$ cat src/rtl/lsu_pkg.sv
// Shared types for the LSU dcache issue stage: opcodes, access sizes,
// per-entry FIFO and outstanding-load records, and the misalignment rule.
package lsu_pkg;

  localparam int LSU_XLEN      = 64;
  localparam int LSU_VADDR_W   = 32;
  localparam int LSU_ROB_IDX_W = 2;

  localparam logic LSU_LD = 1'b0;
  localparam logic LSU_ST = 1'b1;

  typedef enum logic [1:0] {
    SZ_B = 2'd0,
    SZ_H = 2'd1,
    SZ_W = 2'd2,
    SZ_D = 2'd3
  } lsu_size_e;

  typedef struct packed {
    logic                     opcode;
    logic [LSU_VADDR_W-1:0]   addr;
    logic [2:0]               typ;
    logic [LSU_XLEN-1:0]      st_data;
    logic [LSU_ROB_IDX_W-1:0] rob_idx;
    logic                     misalign;
  } lsu_fifo_entry_t;

  typedef struct packed {
    logic       valid;
    logic       squashed;
    logic [2:0] typ;
  } outst_entry_t;

  // An access is misaligned when any address bit below its size is set.
  function automatic logic is_misaligned(input logic [LSU_VADDR_W-1:0] addr,
                                         input logic [1:0]             size);
    logic r;
    case (lsu_size_e'(size))
      SZ_B:    r = 1'b0;
      SZ_H:    r = addr[0];
      SZ_W:    r = |addr[1:0];
      default: r = |addr[2:0];
    endcase
    return r;
  endfunction

endpackage

$ cat src/rtl/lsu_ld_align.sv
// Load data extension: sign- or zero-extends B/H/W return data to XLEN;
// doubleword data passes through untouched.
module lsu_ld_align
  import lsu_pkg::*;
#(
  parameter int XLEN = LSU_XLEN
) (
  input  logic [2:0]      type_i,
  input  logic [XLEN-1:0] data_i,
  output logic [XLEN-1:0] data_o
);

  logic sext;

  always_comb begin
    sext   = ~type_i[2];
    data_o = data_i;
    case (lsu_size_e'(type_i[1:0]))
      SZ_B:    data_o = {{(XLEN-8){sext & data_i[7]}},   data_i[7:0]};
      SZ_H:    data_o = {{(XLEN-16){sext & data_i[15]}}, data_i[15:0]};
      SZ_W:    data_o = {{(XLEN-32){sext & data_i[31]}}, data_i[31:0]};
      default: data_o = data_i;
    endcase
  end

endmodule

$ cat src/rtl/lsu_dcache_issue.sv
// In-order load/store issue stage: FIFO of memory ops, dcache dispatch,
// outstanding-load table with out-of-order responses, registered ROB writeback.
module lsu_dcache_issue
  import lsu_pkg::*;
#(
  parameter int XLEN      = LSU_XLEN,
  parameter int VADDR_W   = LSU_VADDR_W,
  parameter int ROB_IDX_W = LSU_ROB_IDX_W,
  parameter int DEPTH     = 4,
  parameter int MAX_OUTST = 2
) (
  input  logic                 clk,
  input  logic                 rstn,
  input  logic                 flush_i,
  input  logic                 lsu_valid_i,
  output logic                 lsu_ready_o,
  input  logic                 lsu_opcode_i,
  input  logic [VADDR_W-1:0]   lsu_addr_i,
  input  logic [2:0]           lsu_type_i,
  input  logic [XLEN-1:0]      lsu_st_data_i,
  input  logic [ROB_IDX_W-1:0] lsu_rob_idx_i,
  output logic                 dc_req_valid_o,
  input  logic                 dc_req_ready_i,
  output logic                 dc_opcode_o,
  output logic [VADDR_W-1:0]   dc_addr_o,
  output logic [2:0]           dc_type_o,
  output logic [XLEN-1:0]      dc_st_data_o,
  output logic [ROB_IDX_W-1:0] dc_rob_idx_o,
  input  logic                 dc_resp_valid_i,
  output logic                 dc_resp_ready_o,
  input  logic [XLEN-1:0]      dc_ld_data_i,
  input  logic [ROB_IDX_W-1:0] dc_rob_idx_i,
  output logic                 wb_valid_o,
  output logic [ROB_IDX_W-1:0] wb_rob_idx_o,
  output logic [XLEN-1:0]      wb_data_o,
  output logic                 wb_exc_o
);

  localparam int AW   = $clog2(DEPTH);
  localparam int NTAG = 1 << ROB_IDX_W;
  localparam int CW   = $clog2(MAX_OUTST + 1);

  lsu_fifo_entry_t fifo_q [DEPTH];
  lsu_fifo_entry_t fifo_d [DEPTH];
  logic [AW:0]     wr_ptr_q, wr_ptr_d;
  logic [AW:0]     rd_ptr_q, rd_ptr_d;

  outst_entry_t    tbl_q [NTAG];
  outst_entry_t    tbl_d [NTAG];
  logic [CW-1:0]   cnt_q, cnt_d;

  logic                 wb_valid_q, wb_valid_d;
  logic [ROB_IDX_W-1:0] wb_idx_q, wb_idx_d;
  logic [XLEN-1:0]      wb_data_q, wb_data_d;
  logic                 wb_exc_q, wb_exc_d;

  lsu_fifo_entry_t head;
  lsu_fifo_entry_t new_ent;
  outst_entry_t    resp_ent;
  logic            head_vld, full, enq, deq;
  logic            resp_hit, tag_busy, req_vld, hs, ld_issue, st_done, retire_exc;
  logic [CW-1:0]   cnt_eff;
  logic [XLEN-1:0] ld_ext;

  lsu_ld_align #(.XLEN(XLEN)) u_align (
    .type_i (resp_ent.typ),
    .data_i (dc_ld_data_i),
    .data_o (ld_ext)
  );

  // FIFO status and the head/response lookups.
  always_comb begin
    head     = fifo_q[rd_ptr_q[AW-1:0]];
    head_vld = (wr_ptr_q != rd_ptr_q);
    full     = (wr_ptr_q[AW] != rd_ptr_q[AW]) && (wr_ptr_q[AW-1:0] == rd_ptr_q[AW-1:0]);
    resp_ent = tbl_q[dc_rob_idx_i];
    resp_hit = dc_resp_valid_i & resp_ent.valid;
  end

  // Dispatch. Valid/ready: a request transfers on any cycle where
  // dc_req_valid_o and dc_req_ready_i are both high; a same-cycle response
  // frees its slot and tag before the head load is considered.
  always_comb begin
    cnt_eff    = cnt_q - CW'(resp_hit);
    tag_busy   = tbl_q[head.rob_idx].valid & ~(resp_hit & (dc_rob_idx_i == head.rob_idx));
    req_vld    = 1'b0;
    retire_exc = 1'b0;
    if (head_vld) begin
      if (head.misalign) begin
        retire_exc = ~dc_resp_valid_i;
      end else if (head.opcode == LSU_ST) begin
        req_vld = ~dc_resp_valid_i;
      end else begin
        req_vld = (cnt_eff < CW'(MAX_OUTST)) & ~tag_busy;
      end
    end
    hs       = req_vld & dc_req_ready_i;
    ld_issue = hs & (head.opcode == LSU_LD);
    st_done  = hs & (head.opcode == LSU_ST);
    deq      = hs | retire_exc;
    enq      = lsu_valid_i & ~full & ~flush_i;
  end

  always_comb begin
    new_ent.opcode   = lsu_opcode_i;
    new_ent.addr     = lsu_addr_i;
    new_ent.typ      = lsu_type_i;
    new_ent.st_data  = lsu_st_data_i;
    new_ent.rob_idx  = lsu_rob_idx_i;
    new_ent.misalign = is_misaligned(lsu_addr_i, lsu_type_i[1:0]);

    fifo_d = fifo_q;
    if (enq) fifo_d[wr_ptr_q[AW-1:0]] = new_ent;
    wr_ptr_d = wr_ptr_q + (AW+1)'(enq);
    rd_ptr_d = flush_i ? wr_ptr_q : rd_ptr_q + (AW+1)'(deq);
  end

  // Response clears before issue sets, so a tag may be freed and reissued at once.
  always_comb begin
    tbl_d = tbl_q;
    if (resp_hit) tbl_d[dc_rob_idx_i] = '0;
    if (ld_issue) tbl_d[head.rob_idx] = '{valid: 1'b1, squashed: 1'b0, typ: head.typ};
    if (flush_i) begin
      for (int i = 0; i < NTAG; i++) begin
        if (tbl_d[i].valid) tbl_d[i].squashed = 1'b1;
      end
    end
    cnt_d = cnt_q - CW'(resp_hit) + CW'(ld_issue);
  end

  always_comb begin
    wb_valid_d = 1'b0;
    wb_idx_d   = '0;
    wb_data_d  = '0;
    wb_exc_d   = 1'b0;
    if (!flush_i) begin
      if (resp_hit && !resp_ent.squashed) begin
        wb_valid_d = 1'b1;
        wb_idx_d   = dc_rob_idx_i;
        wb_data_d  = ld_ext;
      end else if (st_done) begin
        wb_valid_d = 1'b1;
        wb_idx_d   = head.rob_idx;
      end else if (retire_exc) begin
        wb_valid_d = 1'b1;
        wb_idx_d   = head.rob_idx;
        wb_exc_d   = 1'b1;
      end
    end
  end

  always_ff @(posedge clk) begin
    if (!rstn) begin
      for (int i = 0; i < DEPTH; i++) fifo_q[i] <= '0;
      for (int i = 0; i < NTAG; i++)  tbl_q[i]  <= '0;
      wr_ptr_q   <= '0;
      rd_ptr_q   <= '0;
      cnt_q      <= '0;
      wb_valid_q <= 1'b0;
      wb_idx_q   <= '0;
      wb_data_q  <= '0;
      wb_exc_q   <= 1'b0;
    end else begin
      fifo_q     <= fifo_d;
      tbl_q      <= tbl_d;
      wr_ptr_q   <= wr_ptr_d;
      rd_ptr_q   <= rd_ptr_d;
      cnt_q      <= cnt_d;
      wb_valid_q <= wb_valid_d;
      wb_idx_q   <= wb_idx_d;
      wb_data_q  <= wb_data_d;
      wb_exc_q   <= wb_exc_d;
    end
  end

  assign lsu_ready_o     = ~full;
  assign dc_req_valid_o  = req_vld;
  assign dc_opcode_o     = head.opcode;
  assign dc_addr_o       = head.addr;
  assign dc_type_o       = head.typ;
  assign dc_st_data_o    = head.st_data;
  assign dc_rob_idx_o    = head.rob_idx;
  assign dc_resp_ready_o = 1'b1;
  assign wb_valid_o      = wb_valid_q;
  assign wb_rob_idx_o    = wb_idx_q;
  assign wb_data_o       = wb_data_q;
  assign wb_exc_o        = wb_exc_q;

  // A response must always match a load we issued.
  resp_tag_known: assert property (@(posedge clk) disable iff (!rstn)
    dc_resp_valid_i |-> resp_ent.valid)
    else $error("dcache response for idle rob tag %0d", dc_rob_idx_i);

endmodule
$ cat config.mk
export PLATFORM = sky130hd
export DESIGN_NAME = lsu_dcache_issue
export DESIGN_NICKNAME = d
export VERILOG_FILES = /design/src/rtl/lsu_pkg.sv /design/src/rtl/lsu_ld_align.sv /design/src/rtl/lsu_dcache_issue.sv
export SDC_FILE = /design/constraint.sdc
export NUM_CORES = 1
export LEC_CHECK = 0
export ABC_AREA = 1
export CAP_MARGIN = 20
export CORE_MARGIN = 10
export CORE_UTILIZATION = 45
export DETAILED_ROUTE_END_ITERATION = 16
export PLACE_DENSITY = 0.68
export SLEW_MARGIN = 20
export SYNTH_ARGS = -nofsm -noshare
export SYNTH_HDL_FRONTEND = slang
export SYNTH_SLANG_ARGS = --single-unit
$ cat constraint.sdc
create_clock -name clk -period 3 [get_ports clk]
set_input_delay 0.6 -clock clk [delete_from_list [all_inputs] [get_ports clk]]
set_output_delay 0.6 -clock clk [all_outputs]
set_load 0.02 [all_outputs]
==> flow_summary_export.csv, run 1 <==
group,metric,value,unit
timing,timing.setup.tns,0,ns
run,drv_cap,0,
drt,drt_iter0_drc,1988,
setup_path,startpoint_type,"flip-flop",
place,portBuffers,345,
floorplanning,io_pins,347,
floorplanning,initial_core_util,45.3,%
global_routing,grt-ovfl-total,0,
drt,wl_per_cell,19.2,um
logic_synthesis,synth_top_area_cell,"dfxtp_1",
global_routing,grt_max_degree,133,
timing,drv_slew,0,
timing,slew-limit-headroom,42.7,%
clock_tree,numClockSinks,508,
setup_path,crit_arrival,2.35,ns
timing,rsz0062_at_grt,"false",
setup_path,critical_path_required,2.40,ns
floorplanning,fp.coreArea,46500,um2
clock_tree,clock_latency,0.61,ns
place,dp_hpwl,43.7,mm
timing,period_needed,2.95,ns
power_and_ir_drop,p_leak,10.7,nW
clock_tree,numCtsBuffers,53,
clock_tree,clockBufferDepth,3,
setup_path,criticalPathCategory,"reg -> out",
clock_tree,cts_root_buf,"clkbuf_16",
run_status,status,"finished clean",
logic_synthesis,ys_warn_count,0,
floorplanning,die_area,55900,um2
timing,worst_pin_slew,0.860,ns
logic_synthesis,yosysSeqAreaShare,48.3,%
floorplanning,num_rows,79,
drt,vias,21200,
logic_synthesis,ys.flop_type,"dfxtp_1",
timing,maxClockFrequency,339,MHz
place,place_inst,3696,
logic_synthesis,ys_ff_latch,508,
logic_synthesis,synthArstFlopShare,0,%
drt,routed_wl,73.4,mm
logic_synthesis,netlist_area,21100,um2
logic_synthesis,synthCells,2910,
cells_and_area,finalNonFillerCells,3814,
timing,clock_skew,0.0206,ns
drt,vias_per_cell,5.56,
place,dpl_cell_area,25200,um2
clock_tree,cts_tree,"built",
timing,setup_viol,0,
global_routing,grt_pass1_vias,20300,
logic_synthesis,syn_area_per_cell,7.24,um2
global_routing,antenna_found_initial,8,
min_path,hold_path_class,"in -> reg",
power_and_ir_drop,peakVddDrop,0.000444,V
cells_and_area,drive_gt1_share,8.41,%
logic_synthesis,syn-num-nets,3090,
logic_synthesis,synth_edf_count,0,
clock_tree,htreeDepth,2,
clock_tree,ctsHoldBuffers,0,
global_routing,grt_pass1_wl,113,mm
clock_tree,path_clk_slew,0.06,ns
setup_path,crit_path_end_kind,"output port",
cells_and_area,nFillCells,4288,
setup_path,crit_fanout,43,
cells_and_area,stdcell_area,27100,um2
drt,detail-route-antenna-nets,0,
power_and_ir_drop,cellPowerDensity,599,nW/um2
floorplanning,die_width,236,um
logic_synthesis,yosysUniqueCellTypes,42,
drt,first_pass_iters,5,
logic_synthesis,yosys-top-cells-area,"dfxtp_1, nand2_1, a21oi_1, nor2_1, o21ai_0",
logic_synthesis,synth_top_area_share,48.3,%
place,gp_routability_congestion,0.875,
floorplanning,dieHeight,236,um
timing,hold_viol_final,0,
cells_and_area,synthToLayoutAreaGrowth,28.5,%
global_routing,grt_usage,24.6,%
timing,timing.final.crit_share,98.3,%
cells_and_area,layout.nets,3335,
drt,drc,0,
[logic make-up (layout without fill, tap and decap cells)]
logic type / Yosys count / after routing / synth area share [%]
compound gates: 792 / 792 / 20.3
xor+xnor: 6 / 6 / 0.249
fa+ha+maj: 6 / 6 / 0.356
buf+inv: 307 / 594 / 6.06
flops: 508 / 508 / 48.3
other cells: 1 / 11 / 0.0178
simple gates: 1290 / 1290 / 24.8
[layout make-up]
type                            count  area, um2  share of cell area, %
Antenna cell                       10       25.0                 0.0924
Clock buffer                       81       1550                   5.73
Clock inverter                     16        199                  0.735
Inverter                           75        309                   1.14
Multi-Input combinational cell   2095       9690                   35.8
Sequential cell                   508      10200                   37.6
Tap cell                          607        759                   2.80
Timing Repair Buffer              422       4360                   16.1
[where the power goes]
group / internal (mW) / switching, mW / total [mW]
clock network: 3.90 / 2.72 / 6.62
registers: 6.90 / 0.0825 / 6.98
logic: 0.958 / 1.68 / 2.64
[worst max-delay path, stage by stage (launching register included)]
cell             delay [ns]
dfxtp_4                0.40
inv_6                  0.15
bufbuf_16              0.39
o21ai_0                0.12
o22ai_1                0.32
clkdlybuf4s15_2        0.34
[layer usage]
layer / GRT usage [%] / up-vias / share of wire (%)
met5: 0 / - / 0.031
met1: 30.4 / 10000 / 41
met4: 9.63 / 4 / 2.7
li1: - / 10100 / -
met2: 41.0 / 947 / 48
met3: 5.54 / 134 / 8.7
[path summary, 6_finish.rpt]
path	start	to	slack, ns	cells past startpoint
max	rd_ptr_q[0]	dc_st_data_o[59]	0.05	5
min	rstn	tbl_q[14]	0.40	3
max reg2reg	rd_ptr_q[0]	rd_ptr_q[2]	0.41	16
min reg2reg	fifo_q[232]	fifo_q[232]	0.46	2
[cell usage after synthesis (4+ instances only)]
master / count
nor2_1: 444
dfxtp_1: 508
buf_1: 11
nand2_2: 4
clkbuf_1: 171
o21bai_2: 4
xnor2_1: 4
a21oi_1: 341
o22ai_1: 97
nor2_2: 31
a21oi_2: 32
o21ai_0: 306
nand2_1: 670
nand3_1: 124
ha_1: 6
inv_2: 10
inv_1: 62
nor2_4: 7
buf_2: 43
[through the flow]
step	util, %	power (mW)	setup slack [ns]	hold WS [ns]
after CTS	58.0	16.3	-0.194	0.366
after detailed placement	54.2	9.82	-0.567	0.452
final	58.3	16.2	0.0498	0.396
after global routing	58.3	16.8	0.0135	0.386
after global placement	54.2	9.79	-0.572	0.437
after floorplan	-	8.55	0.272	0.425
[cells in the final DEF (no fill, tap or decap), types with 3 or more instances in the layout]
| master | instances |
|---|---|
| nand2_1 | 669 |
| dfxtp_1 | 506 |
| nor2_1 | 442 |
| a21oi_1 | 341 |
| o21ai_0 | 306 |
| clkdlybuf4s50_1 | 239 |
| nand3_1 | 121 |
| dlygate4sd2_1 | 101 |
| o22ai_1 | 97 |
| inv_1 | 61 |
| clkbuf_16 | 55 |
| buf_4 | 43 |
| a21oi_2 | 32 |
| nor2_2 | 31 |
| buf_12 | 25 |
| clkbuf_1 | 17 |
| diode_2 | 10 |
| clkinv_2 | 10 |
| clkbuf_8 | 10 |
| nor2_4 | 9 |
| ha_1 | 6 |
| nand3_2 | 4 |
| nand2_2 | 4 |
| inv_2 | 4 |
| xnor2_1 | 4 |
| o21bai_2 | 4 |
| bufinv_16 | 4 |
| inv_4 | 3 |
| nand3_4 | 3 |
| clkinvlp_4 | 3 |
| buf_16 | 3 |
| buf_6 | 3 |
[flip-flops by register name, summed over array words and instances, names as in the netlist]
register and count:
rd_ptr_q 3, cnt_q 2, tbl_q 20, wb_exc_o 1, wb_rob_idx_o 2, wb_valid_o 1, wr_ptr_q 3, fifo_q 412
wb_data_o 64
[repair_timing]
item	CTS	global route
pin swaps	0	1
endpoints found under the setup margin	103	5
resized for setup	128	2
gates cloned	2	1
buffers inserted	0	7
Power figures use the tool's default switching activity.
==> run 2, diff against run 1 <==
==> constraint.sdc (replaced) <==
create_clock -name clk -period 2.9 [get_ports clk]
set_input_delay 0.87 -clock clk [delete_from_list [all_inputs] [get_ports clk]]
set_output_delay 0.87 -clock clk [all_outputs]
set_load 0.02 [all_outputs]
==> run 2 against run 1 <==
Effect of this change: the flow now finishes with violations (setup timing); critical endpoint is now dc_req_valid_o; register-to-register slack gained 0.02 ns; wire length grew 6.1%; final area grew 6.6%; largest power group unchanged; combinational power grew 29%; highest routed layer unchanged.
==> flow_summary_export.csv, run 2 (synthesis results as in run 1) <==
group,metric,value,unit
global_routing,grt_pass1_vias,21300,
power_and_ir_drop,p_sw_share,28.1,%
run_status,violations,"setup timing",
cells_and_area,largest_reg_flops,412,
cells_and_area,multi_input_area,10100,um2
setup_path,critical_path_required,2.03,ns
power_and_ir_drop,power_frac_clock,40.3,%
timing,clock_skew,0.0183,ns
timing,setup_viol,61,
cells_and_area,layout.nets,3408,
drt,detail-route-antenna-nets,0,
global_routing,grt-ovfl-total,0,
timing,drv_slew,0,
power_and_ir_drop,p_sw,5.00,mW
power_and_ir_drop,peakVddDrop,0.000415,V
drt,routed_wl,77.8,mm
power_and_ir_drop,p_seq_share,40.6,%
min_path,hold_path_class,"reg -> reg",
timing,period_needed,3.04,ns
drt,wl_per_cell,20.1,um
timing,rsz0062_at_grt,"true",
setup_path,r2r_slack,0.43,ns
global_routing,grt_pass1_wl,118,mm
clock_tree,cts_tree,"built",
floorplanning,initial_core_util,45.3,%
drt,vias,21800,
drt,first_pass_iters,6,
timing,slew-limit-headroom,47.6,%
run,drv_cap,0,
setup_path,startpoint_type,"flip-flop",
clock_tree,clock_latency,0.61,ns
floorplanning,die_width,236,um
global_routing,grt_usage,25.8,%
setup_path,crit_path_end_kind,"output port",
floorplanning,fp.coreArea,46500,um2
cells_and_area,nFillCells,4095,
power_and_ir_drop,intPower,12.8,mW
clock_tree,clockBufferDepth,3,
run_status,status,"complete, but fails checks",
cells_and_area,regMostFlops,"fifo_q",
timing,timing.final.crit_share,105,%
floorplanning,num_rows,79,
setup_path,crit_fanout,7,
timing,hold_viol_final,0,
global_routing,grt_max_degree,133,
power_and_ir_drop,p_leak,11.4,nW
power_and_ir_drop,cellPowerDensity,616,nW/um2
drt,drt_iter0_drc,2078,
setup_path,criticalPathCategory,"reg -> out",
floorplanning,dieHeight,236,um
power_and_ir_drop,pwr-share-comb,19.2,%
setup_path,r2r_cells,16,
global_routing,antenna_found_initial,4,
place,gp_routability_congestion,0.853,
timing,worst_pin_slew,0.785,ns
setup_path,crit_arrival,2.17,ns
cells_and_area,synthToLayoutAreaGrowth,37.0,%
clock_tree,ctsHoldBuffers,0,
clock_tree,cts_root_buf,"clkbuf_16",
timing,fin_ws,-0.141,ns
timing,maxClockFrequency,329,MHz
floorplanning,die_area,55900,um2
cells_and_area,finalNonFillerCells,3882,
drt,drc,0,
floorplanning,io_pins,347,
clock_tree,htreeDepth,2,
cells_and_area,drive_gt1_share,16.3,%
clock_tree,numCtsBuffers,55,
min_path,holdPathStages,2,
drt,vias_per_cell,5.62,
cells_and_area,layout_commonest_cell,"nand2_1",
clock_tree,path_clk_slew,0.06,ns
place,portBuffers,345,
cells_and_area,layout_common_cells,"nand2_1, dfxtp_1, nor2_1",
clock_tree,numClockSinks,508,
place,dp_slack,-1.12,ns
place,place_inst,3731,
cells_and_area,seq_area,10200,um2
place,dp_hpwl,43.9,mm
[run 2: cell types whose count changed in the layout (fill, tap and decap cells not counted), moves of 37 or more]
cell	previous run	this run
buf_4	43	138
dlygate4sd2_1	101	1
o21ai_0	306	237
o21ai_1	2	56
o22ai_1	97	60
o22ai_2	0	37
[run 2: metal layers]
metal	routed length (um)	global-route usage (%)	vias to the layer above
li1	-	-	10200
met1	32000	32.5	10400
met2	37100	42.9	1025
met3	6350	4.80	170
met4	2410	10.2	2
met5	17	0	-
[run 2: critical path, cell delays in order (launching register included)]
cell,delay (ns)
dfxtp_4,0.37
buf_12,0.15
buf_4,0.16
a21oi_2,0.13
o21ai_1,0.08
nand2_2,0.11
o21ai_1,0.08
nor2_2,0.14
a21boi_4,0.21
buf_6,0.14
[run 2: final cells by class]
type | count | share of cell area, %
repair buffers | 493 | 19.4
flip-flops and latches | 508 | 35.3
clock buffers | 81 | 5.73
multi-input cells | 2095 | 35.1
inverters | 75 | 1.11
clock inverters | 19 | 0.706
well taps | 607 | 2.63
diodes | 4 | 0.0347
[run 2: what timing repair did]
action,CTS,global route
buffers inserted,4,21
resized for setup,562,191
pin swaps,24,63
cloned,12,13
setup endpoints to repair,104,98
[run 2: power groups by stage]
stage          clock network [mW]  logic, mW  registers, mW
4_1_cts                      7.26       3.06           7.22
3_3_place_gp                    0       2.86           7.36
3_5_place_dp                    0       2.89           7.37
5_1_grt                      7.53       3.62           7.23
6_report                     7.17       3.41           7.22
2_1_floorplan                   0       1.51           7.35
[run 2: per-stage QoR]
| step | power (mW) | hold slack [ns] | area, um2 | TNS [ns] | util [%] |
|---|---|---|---|---|---|
| after global placement | 10.2 | 0.439 | 25600 | -16.16 | 55.1 |
| after floorplan | 8.86 | 0.425 | 21100 | -0.0540 | - |
| after CTS | 17.5 | 0.461 | 27900 | -2.89 | 60.1 |
| after global routing | 18.4 | 0.473 | 28900 | -7.94 | 62.1 |
| final | 17.8 | 0.461 | 28900 | -2.75 | 62.1 |
| after detailed placement | 10.3 | 0.450 | 25600 | -18.44 | 55.1 |
[run 2: worst paths after layout]
check / from / endpoint
setup / recovery: rd_ptr_q[0] / dc_req_valid_o
hold / removal: fifo_q[268] / fifo_q[268]
setup reg to reg: rd_ptr_q[0] / rd_ptr_q[2]
hold reg to reg: fifo_q[268] / fifo_q[268]
